==> src/rtl/elevator_car_controller.sv <==
`default_nettype none
// ============================================================================
// Module  : elevator_car_controller
// Brief   : Single-car motion controller: pending-floor bitmap, collective
//           up/down scheduling, per-floor travel timer and door dwell timer.
// Revision: 1.0 - initial release
// ============================================================================
module elevator_car_controller #(
  parameter int NUM_FLOORS    = 8,
  parameter int TRAVEL_CYCLES = 4,
  parameter int DOOR_CYCLES   = 6
) (
  input  logic       clk,
  input  logic       rst,
  input  logic       req_valid,
  input  logic [2:0] req_floor,
  input  logic       req_dir,
  output logic       req_ready,
  output logic [2:0] current_floor,
  output logic       current_dir,
  output logic       moving,
  output logic       door_open,
  output logic       arrived_valid,
  output logic [2:0] arrived_floor
);

  localparam logic [1:0] S_IDLE = 2'd0;
  localparam logic [1:0] S_MOVE = 2'd1;
  localparam logic [1:0] S_DOOR = 2'd2;

  localparam int TW = (TRAVEL_CYCLES > 1) ? $clog2(TRAVEL_CYCLES) : 1;
  localparam int DW = (DOOR_CYCLES > 1) ? $clog2(DOOR_CYCLES) : 1;

  logic [1:0]    state_q, state_d;
  logic [7:0]    pending_q, pending_d;
  logic [2:0]    floor_q, floor_d;
  logic          dir_q, dir_d;
  logic [TW-1:0] travel_q, travel_d;
  logic [DW-1:0] door_q, door_d;
  logic          arr_valid_q, arr_valid_d;
  logic [2:0]    arr_floor_q, arr_floor_d;

  logic          accept;
  logic [7:0]    set_mask;
  logic [7:0]    clr_mask;
  logic [2:0]    step_floor;
  logic          unused_req_dir;

  assign unused_req_dir = req_dir;

  function automatic logic work_ahead(input logic [7:0] pend, input logic [2:0] flr,
                                      input logic up);
    logic found;
    found = 1'b0;
    for (int i = 0; i < NUM_FLOORS; i++) begin
      if (pend[i[2:0]] && ((up && (i > int'(flr))) || (!up && (i < int'(flr))))) begin
        found = 1'b1;
      end
    end
    return found;
  endfunction

  // Saturating one-floor step in the committed direction.
  always_comb begin
    step_floor = floor_q;
    if (dir_q) begin
      if (floor_q < 3'(NUM_FLOORS - 1)) step_floor = floor_q + 3'd1;
    end else begin
      if (floor_q != 3'd0) step_floor = floor_q - 3'd1;
    end
  end

  always_comb begin
    req_ready = !rst;
    accept    = req_valid && req_ready && (int'(req_floor) < NUM_FLOORS);
    set_mask  = 8'd0;
    if (accept && !((state_q == S_DOOR) && (req_floor == floor_q))) begin
      set_mask = 8'd1 << req_floor;
    end

    state_d     = state_q;
    floor_d     = floor_q;
    dir_d       = dir_q;
    travel_d    = travel_q;
    door_d      = door_q;
    arr_valid_d = 1'b0;
    arr_floor_d = arr_floor_q;
    clr_mask    = 8'd0;

    case (state_q)
      S_IDLE: begin
        if (pending_q[floor_q]) begin
          state_d     = S_DOOR;
          clr_mask    = 8'd1 << floor_q;
          arr_valid_d = 1'b1;
          arr_floor_d = floor_q;
          door_d      = '0;
        end else if (pending_q != 8'd0) begin
          state_d  = S_MOVE;
          travel_d = '0;
          if (!work_ahead(pending_q, floor_q, dir_q)) dir_d = !dir_q;
        end
      end
      S_MOVE: begin
        if (int'(travel_q) == TRAVEL_CYCLES - 1) begin
          floor_d = step_floor;
          if (pending_q[step_floor]) begin
            state_d     = S_DOOR;
            clr_mask    = 8'd1 << step_floor;
            arr_valid_d = 1'b1;
            arr_floor_d = step_floor;
            door_d      = '0;
          end else if (work_ahead(pending_q, step_floor, dir_q)) begin
            travel_d = '0;
          end else begin
            state_d = S_IDLE;
          end
        end else begin
          travel_d = travel_q + TW'(1);
        end
      end
      S_DOOR: begin
        if (int'(door_q) == DOOR_CYCLES - 1) begin
          state_d = S_IDLE;
        end else begin
          door_d = door_q + DW'(1);
        end
      end
      default: state_d = S_IDLE;
    endcase

    // A request landing on the floor being cleared this edge is absorbed.
    pending_d = (pending_q | set_mask) & ~clr_mask;
  end

  always_ff @(posedge clk) begin
    if (rst) begin
      state_q     <= S_IDLE;
      pending_q   <= 8'd0;
      floor_q     <= 3'd0;
      dir_q       <= 1'b1;
      travel_q    <= '0;
      door_q      <= '0;
      arr_valid_q <= 1'b0;
      arr_floor_q <= 3'd0;
    end else begin
      state_q     <= state_d;
      pending_q   <= pending_d;
      floor_q     <= floor_d;
      dir_q       <= dir_d;
      travel_q    <= travel_d;
      door_q      <= door_d;
      arr_valid_q <= arr_valid_d;
      arr_floor_q <= arr_floor_d;
    end
  end

  assign current_floor = floor_q;
  assign current_dir   = dir_q;
  assign moving        = (state_q == S_MOVE);
  assign door_open     = (state_q == S_DOOR);
  assign arrived_valid = arr_valid_q;
  assign arrived_floor = arr_floor_q;

endmodule
`default_nettype wire

==> config.mk <==
export PLATFORM = sky130hd
export DESIGN_NAME = elevator_car_controller
export DESIGN_NICKNAME = d
export VERILOG_FILES = /design/src/rtl/elevator_car_controller.sv
export SDC_FILE = /design/constraint.sdc
export NUM_CORES = 1
export LEC_CHECK = 0
export CAP_MARGIN = 20
export CORE_MARGIN = 4
export CORE_UTILIZATION = 40
export CTS_BUF_LIST = sky130_fd_sc_hd__clkbuf_8
export DETAILED_ROUTE_END_ITERATION = 8
export GPL_TIMING_DRIVEN = 0
export SETUP_SLACK_MARGIN = 0.02
export SLEW_MARGIN = 25
export SYNTH_ARGS = -nofsm -noshare
export SYNTH_HDL_FRONTEND = slang
export SYNTH_SLANG_ARGS = --single-unit
==> constraint.sdc <==
create_clock -name clk -period 5.2 [get_ports clk]
set_input_delay 1.04 -clock clk [delete_from_list [all_inputs] [get_ports clk]]
set_output_delay 1.04 -clock clk [all_outputs]
set_load 0.02 [all_outputs]
# Yosys cells after proc, flatten, opt, wreduce, memory -nomap -nowiden
# Index checks and enable logic that the tools add are counted.
dict set report totals {
  regBits 23
  input_bits 7
  elab_cells 200
}
dict set report op_classes {
  n_addsub 4
  n_lt_le_gt_ge 31
  eq_ne 16
  shift 3
  n_mux 60
  n_bitwise 5
  n_reduce_logical 73
}
# op count
set ops {}
lappend ops {{logical AND 1 bit} 47}
lappend ops {{two-way mux 8 bit} 4}
lappend ops {{two-way mux 3 bit} 10}
lappend ops {{two-way mux 1 bit} 27}
lappend ops {{greater-than comparator 3 bit (first input constant)} 8}
lappend ops {{left shift 1 x 3 -> 8 bit (first input constant)} 3}
lappend ops {{two-way mux 2 bit} 11}
lappend ops {{less-than comparator 3 bit (first input constant)} 6}
lappend ops {{case mux 8 bit (2 select lines)} 1}
lappend ops {{greater-than comparator 2 x 3 -> 1 bit (first input constant)} 4}
lappend ops {{logical OR 1 bit} 12}
lappend ops {{less-than comparator 1 x 3 -> 1 bit (first input constant)} 4}
lappend ops {{less-than comparator 2 x 3 -> 1 bit (first input constant)} 4}
lappend ops {{AND reduction 4 bit} 3}
lappend ops {{AND reduction 5 bit} 2}
lappend ops {{inequality test 3 bit (second input constant)} 3}
lappend ops {{case mux 3 bit (3 select lines)} 1}
lappend ops {{AND 8 bit} 1}
lappend ops {{less-than comparator 3 x 4 -> 1 bit (second input constant)} 2}
lappend ops {{inequality test 2 bit (second input constant)} 4}
lappend ops {{inverter 8 bit} 1}
lappend ops {{bitwise OR 8 bit} 1}
lappend ops {{nonzero test 8 bit} 1}
lappend ops {{adder 3 x 1 -> 3 bit (second input constant)} 2}
lappend ops {{other kinds (21)} 30}

# Depth between registers and ports, before layout
# Gate-level depths: netlist of the first run.
dict set report logic_depth {
  depth_word 21
  depth_mapped 12
}

# Worst setup path after synthesis of the first run
# Ideal clock, no wire load.
dict set report synth_timing {
  path_type {reg2reg}
  from {reg floor_q[1], in the netlist current_floor[1]}
  to {reg state_q[0]}
  setup_time_ns 0.136
  arrival_ns 3.178
  slack_ns 1.885
  stages_incl_launch_ff 12
  n_path_buf 1
  cell_sequence {dfxtp_1 buf_4 clkinv_1 ha_1 or3b_4 a21oi_4 o41ai_1 o41ai_2 a221o_1 or4_1 o21bai_1 a2111oi_1}
}
dict set report synth_via {
  elab_chain_len 19
  elab_cells_between_ends 71
  cone_classes {add/sub (2); order compare (15); eq/ne (2); mux (22); reduce/logical (30)}
}
# item line_no
set synth_rtl {}
lappend synth_rtl {{start: declaration} 36} ;# logic [2:0] floor_q, floor_d;
lappend synth_rtl {{start signal: assignment} 149} ;# floor_q <= floor_d;
lappend synth_rtl {{subtractor 3 x 1 -> 3 bit (tied with other cells)} 69} ;# if (floor_q != 3'd0) step_floor = floor_q - 3'd1;
lappend synth_rtl {{two-way mux 3 bit (on tied branches)} {69, 67}}
lappend synth_rtl {{two-way mux 3 bit} 66} ;# if (dir_q) begin
lappend synth_rtl {{less-than comparator 1 x 3 -> 1 bit or greater-than comparator 1 x 3 -> 1 bit (tied branches)} 56} ;# if (pend[i[2:0]] && ((up && (i > int'(flr))) || (!up && (i < int'(flr))))) begin
lappend synth_rtl {{logical AND 1 bit} 56}
lappend synth_rtl {{logical AND 1 bit or logical OR 1 bit (tied branches)} 56}
lappend synth_rtl {{two-way mux 1 bit or logical AND 1 bit (tied branches)} 56}
lappend synth_rtl {{two-way mux 1 bit (7 in a row)} 56}
lappend synth_rtl {{two-way mux 1 bit} 107} ;# if (pending_q[step_floor]) begin
lappend synth_rtl {{two-way mux 1 bit} 105} ;# if (int'(travel_q) == TRAVEL_CYCLES - 1) begin
lappend synth_rtl {{two-way mux 1 bit} 90} ;# case (state_q)
lappend synth_rtl {{inequality test 3 bit (no source line)} -}
lappend synth_rtl {{AND reduction 4 bit (no source line)} -}
lappend synth_rtl {{end signal: assignment} 147} ;# state_q <= state_d;
lappend synth_rtl {{end: declaration} 34} ;# logic [1:0] state_q, state_d;
# Several ways; a longest one is shown, not always the timed one. The select of a mux whose other input is x is not followed.
# A chain may end at the register's enable or synchronous reset.

# Final worst setup path of the first run
# Ends and elaborated chain as after synthesis.

==> flow_metrics.env, run 1 <==
export IMPL_outcome="finished, final reports clean"
export IMPL_setup_ws_ps=1330
export IMPL_final_setup_tns_ps=0
export IMPL_cp_max_fo=11
export IMPL_placed_cell_area_um2=2170
export IMPL_p_seq_frac=0.445
export IMPL_num_antenna_cells=0
export IMPL_drtIter0Drc=240
export IMPL_synth_edf_count=0
export IMPL_path_delay_family="compound AO/OA/AOI/OAI gates"
export IMPL_io_pins=18
export IMPL_htree_levels=1
export IMPL_start_util=0.413
export IMPL_cts_root_buf="clkbuf_8"
export IMPL_skew_ps=2.39
export IMPL_final_net_count=289
export IMPL_critPathKind="reg -> reg"
export IMPL_grt_pass1_vias=1909
export IMPL_cts_hold_buf=0
export IMPL_ys_warn_count=0
export IMPL_crit_slowest_cell="o41ai_1"
export IMPL_port_buffers=16
export IMPL_cts_setup_buffers=0
export IMPL_cap_viol_max_count=0
export IMPL_clockBufferDepth=2
export IMPL_num_vias=2080
export IMPL_finalSetupViolations=0
export IMPL_crit_path_start_kind="register"
export IMPL_place_congestion=0.889
export IMPL_slowest_delay_ps=620
export IMPL_ys_seq_area_frac=0.238
export IMPL_drtAntennaViolNets=0
export IMPL_synth_nets=268
export IMPL_drt_first_pass_iters=5
export IMPL_grt_pass1_wl_um=9940
export IMPL_mostFrequentLayoutCell="nor2_1"
export IMPL_drive_gt1_frac=0.0662
export IMPL_fillers=475
export IMPL_switching_share=0.343
export IMPL_antenna_found_initial=0
export IMPL_power_per_cell_area_nw_per_um2=196
export IMPL_clock_power_share=0.276
export IMPL_wire_per_inst_um=18.4
export IMPL_layout_min_cycle_time_ps=3870
export IMPL_intPower_uw=285
export IMPL_wirelength_um=6010
export IMPL_dp_hpwl_um=4360
export IMPL_synth_seq_cells=23
export IMPL_cts_resized=0
export IMPL_end_kind="register"
export IMPL_dpl_worst_slack_ps=1350
export IMPL_worstPathRequired_ps=5340
export IMPL_core_area_um2=4690
export IMPL_cts_tree="done"
export IMPL_switchingPower_uw=149
export IMPL_critical_path_buf_inv_count=2
export IMPL_clock_sinks=23
export IMPL_rsz0062_at_grt="no"
export IMPL_power_leakage_uw=0.000774
export IMPL_synth_area_per_cell_um2=7.69
export IMPL_layout_common_cells="nor2_1 (25), nand2_1 (23), dfxtp_1 (23)"
export IMPL_ir_worst_vdd_uv=107
export IMPL_combPwrFrac=0.278
export IMPL_crit_chain="buf_4, clkinv_1, ha_1, or3b_4, a21oi_4, o41ai_1, o41ai_2, a221o_1, or4_1, o21bai_1, a2111oi_1"
export IMPL_grt_max_degree=14
export IMPL_synth_ff_type="dfxtp_1"
export IMPL_via_per_inst=6.38
export IMPL_final_util=0.472
export IMPL_numCtsBuffers=3
export IMPL_power_total_uw=434
export IMPL_syn2layout_area_growth_pct=14.3
export IMPL_fmax_mhz=258
export IMPL_hold_viol_final=0
export IMPL_syn_instance_count=252
export IMPL_row_count=25
export IMPL_arrival_ps=4010
export IMPL_tightest_slew_ps=989
export IMPL_syn_area_um2=1940
export IMPL_track_usage=0.205
export IMPL_hold_class="reg -> reg"
export IMPL_clk_latency_ps=270
export IMPL_synthArstFlopShare=0
export IMPL_ys_types=59
export IMPL_period_share=0.744
export IMPL_drc=0
export IMPL_final_max_slew_viol_count=0
export IMPL_grt_remaining_overflow=0
export IMPL_slew_headroom=0.339
export IMPL_design_die_area_um2=6020
export IMPL_path_clk_slew_ps=90
export IMPL_die_w_um=77.6
export IMPL_die_h_um=77.6
export IMPL_finish_instance_area_um2=2210
[through the flow]
stage | hold slack [ps] | std cells
floorplan | 438 | 252
global placement | 455 | 322
detailed placement | 466 | 322
CTS | 479 | 326
global route | 500 | 326
finish | 474 | 326
[registers in the layout, indices dropped and copies added (netlist names)]
signal and count:
door_q 3, pending_q 8, arrived_floor 3, current_floor 3, current_dir 1, travel_q 2
state_q 2, arrived_valid 1
[synth_stat cells, types with 2 or more instances]
| library cell | n | share of area |
|---|---|---|
| nor2_1 | 25 | 0.048 |
| dfxtp_1 | 23 | 0.24 |
| nand2_1 | 23 | 0.045 |
| a21oi_1 | 22 | 0.057 |
| o21ai_0 | 13 | 0.034 |
| clkbuf_1 | 11 | 0.021 |
| inv_1 | 11 | 0.021 |
| nand3_1 | 10 | 0.026 |
| ha_1 | 9 | 0.058 |
| mux2i_1 | 8 | 0.041 |
| nor3_1 | 8 | 0.021 |
| a311o_1 | 7 | 0.036 |
| a211oi_1 | 6 | 0.023 |
| o22ai_1 | 5 | 0.016 |
| nor2b_1 | 4 | 0.013 |
| a2111oi_0 | 3 | 0.014 |
| a32o_1 | 3 | 0.016 |
| clkinv_1 | 3 | 0.0058 |
| nand3b_1 | 3 | 0.012 |
| nor4_1 | 3 | 0.0097 |
| o31ai_1 | 3 | 0.012 |
| xnor2_1 | 3 | 0.014 |
| xor2_1 | 3 | 0.014 |
| a221o_1 | 2 | 0.010 |
| a31oi_1 | 2 | 0.0065 |
| buf_4 | 2 | 0.0077 |
| nand2b_1 | 2 | 0.0065 |
| or3_1 | 2 | 0.0065 |
| or4_1 | 2 | 0.0077 |
| xnor2_2 | 2 | 0.017 |
[final cells by class]
class                   instances  area, um^2  area share
plain buffers                  15        71.3      0.0322
clock buffers                   3        41.3      0.0187
clock inverters                 1        5.00     0.00226
inverters                      14        52.6      0.0237
multi-input cells             200        1360       0.612
flip-flops and latches         23         460       0.208
well taps                      54        67.6      0.0305
repair buffers                 16         160      0.0724
[tightest hold or removal path, cell delays in order, from the launching register on]
cell     delay, ps
dfxtp_1        320
nand2_1         50
mux2i_1         50
[layer usage]
| metal | vias to the layer above | track usage | wire length [um] |
|---|---|---|---|
| met2 | 92 | 0.324 | 2790 |
| met5 | - | 0 | 0 |
| met3 | 16 | 0.0278 | 376 |
| li1 | 984 | - | - |
| met4 | 0 | 0.0658 | 122 |
| met1 | 988 | 0.286 | 2720 |
[cell families (layout without fill, tap and decap cells)]
| group | Yosys count | after routing | share of synthesized area |
|---|---|---|---|
| and+or+nand+nor | 92 | 92 | 0.240 |
| adders and majority gates | 9 | 9 | 0.0581 |
| DFF | 23 | 23 | 0.238 |
| AOI/OAI and AO/OA | 82 | 82 | 0.309 |
| muxes | 9 | 9 | 0.0472 |
| buffers and inverters | 29 | 49 | 0.0639 |
| xor gates and xnor gates | 8 | 8 | 0.0439 |
[path summary, 6_finish.rpt]
path                     from          end  slack [ps]  cells past startpoint
max          current_floor[1]   state_q[0]        1330                     11
min               travel_q[1]  travel_q[1]         470                      2
max reg2reg  current_floor[1]   state_q[0]        1330                     11
min reg2reg       travel_q[1]  travel_q[1]         470                      2
[power groups by stage]
| stage | Clock [uW] | Combinational, uW | Sequential (uW) |
|---|---|---|---|
| CTS | 122 | 119 | 193 |
| finish | 120 | 121 | 193 |
| global route | 131 | 132 | 194 |
| floorplan | 0 | 81.0 | 198 |
| global placement | 0 | 119 | 197 |
| detailed placement | 0 | 119 | 197 |
Note: power is estimated with default switching activity, not from simulation.
==> run 2, diff against run 1 <==
- clock period: 5.2 -> 3.4 ns (I/O delays scaled with it)
==> flow_metrics.env, run 2 (same netlist as run 1, synthesis figures left out) <==
export IMPL_track_usage=0.211
export IMPL_rsz0062_at_grt="no"
export IMPL_cts_tree="done"
export IMPL_largest_reg_flops=8
export IMPL_die_h_um=77.6
export IMPL_via_per_inst=6.40
export IMPL_clk_latency_ps=270
export IMPL_htree_levels=1
export IMPL_grt_pass1_vias=1965
export IMPL_power_per_cell_area_nw_per_um2=293
export IMPL_cp_max_fo=11
export IMPL_dpl_worst_slack_ps=-451
export IMPL_outcome="finished, final reports clean"
export IMPL_power_leakage_uw=0.000815
export IMPL_grt_remaining_overflow=0
export IMPL_num_antenna_cells=0
export IMPL_dp_hpwl_um=4360
export IMPL_place_congestion=0.889
export IMPL_reg2reg_depth=12
export IMPL_grt_pass1_wl_um=10200
export IMPL_fmax_mhz=313
export IMPL_arrival_ps=3340
export IMPL_clock_sinks=23
export IMPL_drive_gt1_frac=0.119
export IMPL_placed_cell_area_um2=2170
export IMPL_drtIter0Drc=239
export IMPL_top_register="pending_q"
export IMPL_crit_chain="buf_4, inv_4, ha_4, or3b_4, a21oi_4, or3_1, buf_6, o41ai_2, a221o_1, or4_1, o21bai_1, a2111oi_1"
export IMPL_final_setup_tns_ps=0
export IMPL_start_util=0.413
export IMPL_setup_ws_ps=202
export IMPL_multiInputGateArea_um2=1420
export IMPL_wire_per_inst_um=18.9
export IMPL_regArea_um2=462
export IMPL_crit_slowest_cell="or4_1"
export IMPL_rr_startpoint="current_floor[1]"
export IMPL_slew_headroom=0.376
export IMPL_io_pins=18
export IMPL_clockBufferDepth=2
export IMPL_layout_min_cycle_time_ps=3200
export IMPL_cap_viol_max_count=0
export IMPL_endpoint="state_q[0]"
export IMPL_switching_share=0.342
export IMPL_hold_start="travel_q[1]"
export IMPL_rrSetupSlack_ps=200
export IMPL_fillers=464
export IMPL_num_vias=2119
export IMPL_rr_endpoint="state_q[0]"
export IMPL_port_buffers=16
export IMPL_slowest_delay_ps=520
export IMPL_hold_viol_final=0
export IMPL_intPower_uw=449
export IMPL_design_die_area_um2=6020
export IMPL_hold_class="reg -> reg"
export IMPL_worstPathRequired_ps=3540
export IMPL_final_max_slew_viol_count=0
export IMPL_final_net_count=294
export IMPL_end_kind="register"
export IMPL_finalSetupViolations=0
export IMPL_finish_instance_area_um2=2330
export IMPL_drtAntennaViolNets=0
export IMPL_syn2layout_area_growth_pct=20.2
export IMPL_power_total_uw=683
export IMPL_critPathKind="reg -> reg"
export IMPL_cp_startpoint="current_floor[1]"
export IMPL_combPwrFrac=0.300
export IMPL_mostFrequentLayoutCell="nor2_1"
export IMPL_row_count=25
export IMPL_wirelength_um=6240
export IMPL_period_share=0.941
export IMPL_layout_common_cells="nor2_1 (25), nand2_1 (22), a21oi_1 (22), dfxtp_1 (22), clkdlybuf4s50_1 (16)"
export IMPL_ir_worst_vdd_uv=164
export IMPL_clock_power_share=0.266
export IMPL_antenna_found_initial=0
export IMPL_core_area_um2=4690
export IMPL_grt_max_degree=14
export IMPL_die_w_um=77.6
export IMPL_p_seq_frac=0.434
export IMPL_tightest_slew_ps=933
export IMPL_switchingPower_uw=233
export IMPL_numCtsBuffers=3
export IMPL_skew_ps=3.77
export IMPL_crit_path_start_kind="register"
export IMPL_path_clk_slew_ps=90
export IMPL_drc=0
export IMPL_cts_root_buf="clkbuf_8"
export IMPL_drt_first_pass_iters=5
[run 2: what timing repair did]
action	CTS	global route
hold endpoints to repair	0	0
setup endpoints to repair	15	13
buffers inserted	5	0
resized for setup	9	8
hold buffers	0	0
pin swaps	3	2
[run 2: final cells by class]
cell class / instances / area share
inverter: 14 / 0.0247
multi-input combinational: 200 / 0.611
timing repair buffer: 21 / 0.0849
clock buffer: 3 / 0.0177
sequential: 23 / 0.198
clock inverter: 1 / 0.00215
buffer: 15 / 0.0322
tap: 54 / 0.0290
[run 2: how the worst min path moves through the flow]
| stage | cells after the start | to |
|---|---|---|
| after floorplan | 2 | travel_q[1] |
| after CTS | 2 | travel_q[1] |
| after detailed placement | 2 | travel_q[1] |
| final | 2 | travel_q[1] |
| after global routing | 2 | travel_q[0] |
| after global placement | 2 | travel_q[1] |
[run 2: critical path: cells and delay by family (launching register included)]
family	cells	cell delay, ps
flip-flops	1	360
AND/OR/NAND/NOR	3	1110
buffers and inverters	3	500
adder cells (fa/ha/maj)	1	200
AO/OA/AOI/OAI	5	900
[run 2: stage by stage]
stage                util  hold slack (ps)  instances
floorplan               -              438        252
global placement    0.461              455        322
detailed placement  0.462              466        322
CTS                 0.491              479        331
global route        0.496              500        331
finish              0.496              473        331
[run 2: power groups by stage]
| stage | clock network [uW] | logic, uW | registers [uW] |
|---|---|---|---|
| 5_1_grt | 200 | 222 | 298 |
| 3_5_place_dp | 0 | 182 | 302 |
| 4_1_cts | 187 | 200 | 296 |
| 2_1_floorplan | 0 | 124 | 302 |
| 6_report | 182 | 205 | 296 |
| 3_3_place_gp | 0 | 182 | 301 |
[run 2: routing by layer]
metal / vias to the layer above / GRT usage / share of wire
met5: - / 0 / 0
met4: 0 / 0.0730 / 0.020
met3: 22 / 0.0255 / 0.094
met2: 116 / 0.331 / 0.47
met1: 980 / 0.295 / 0.42
li1: 1001 / - / -
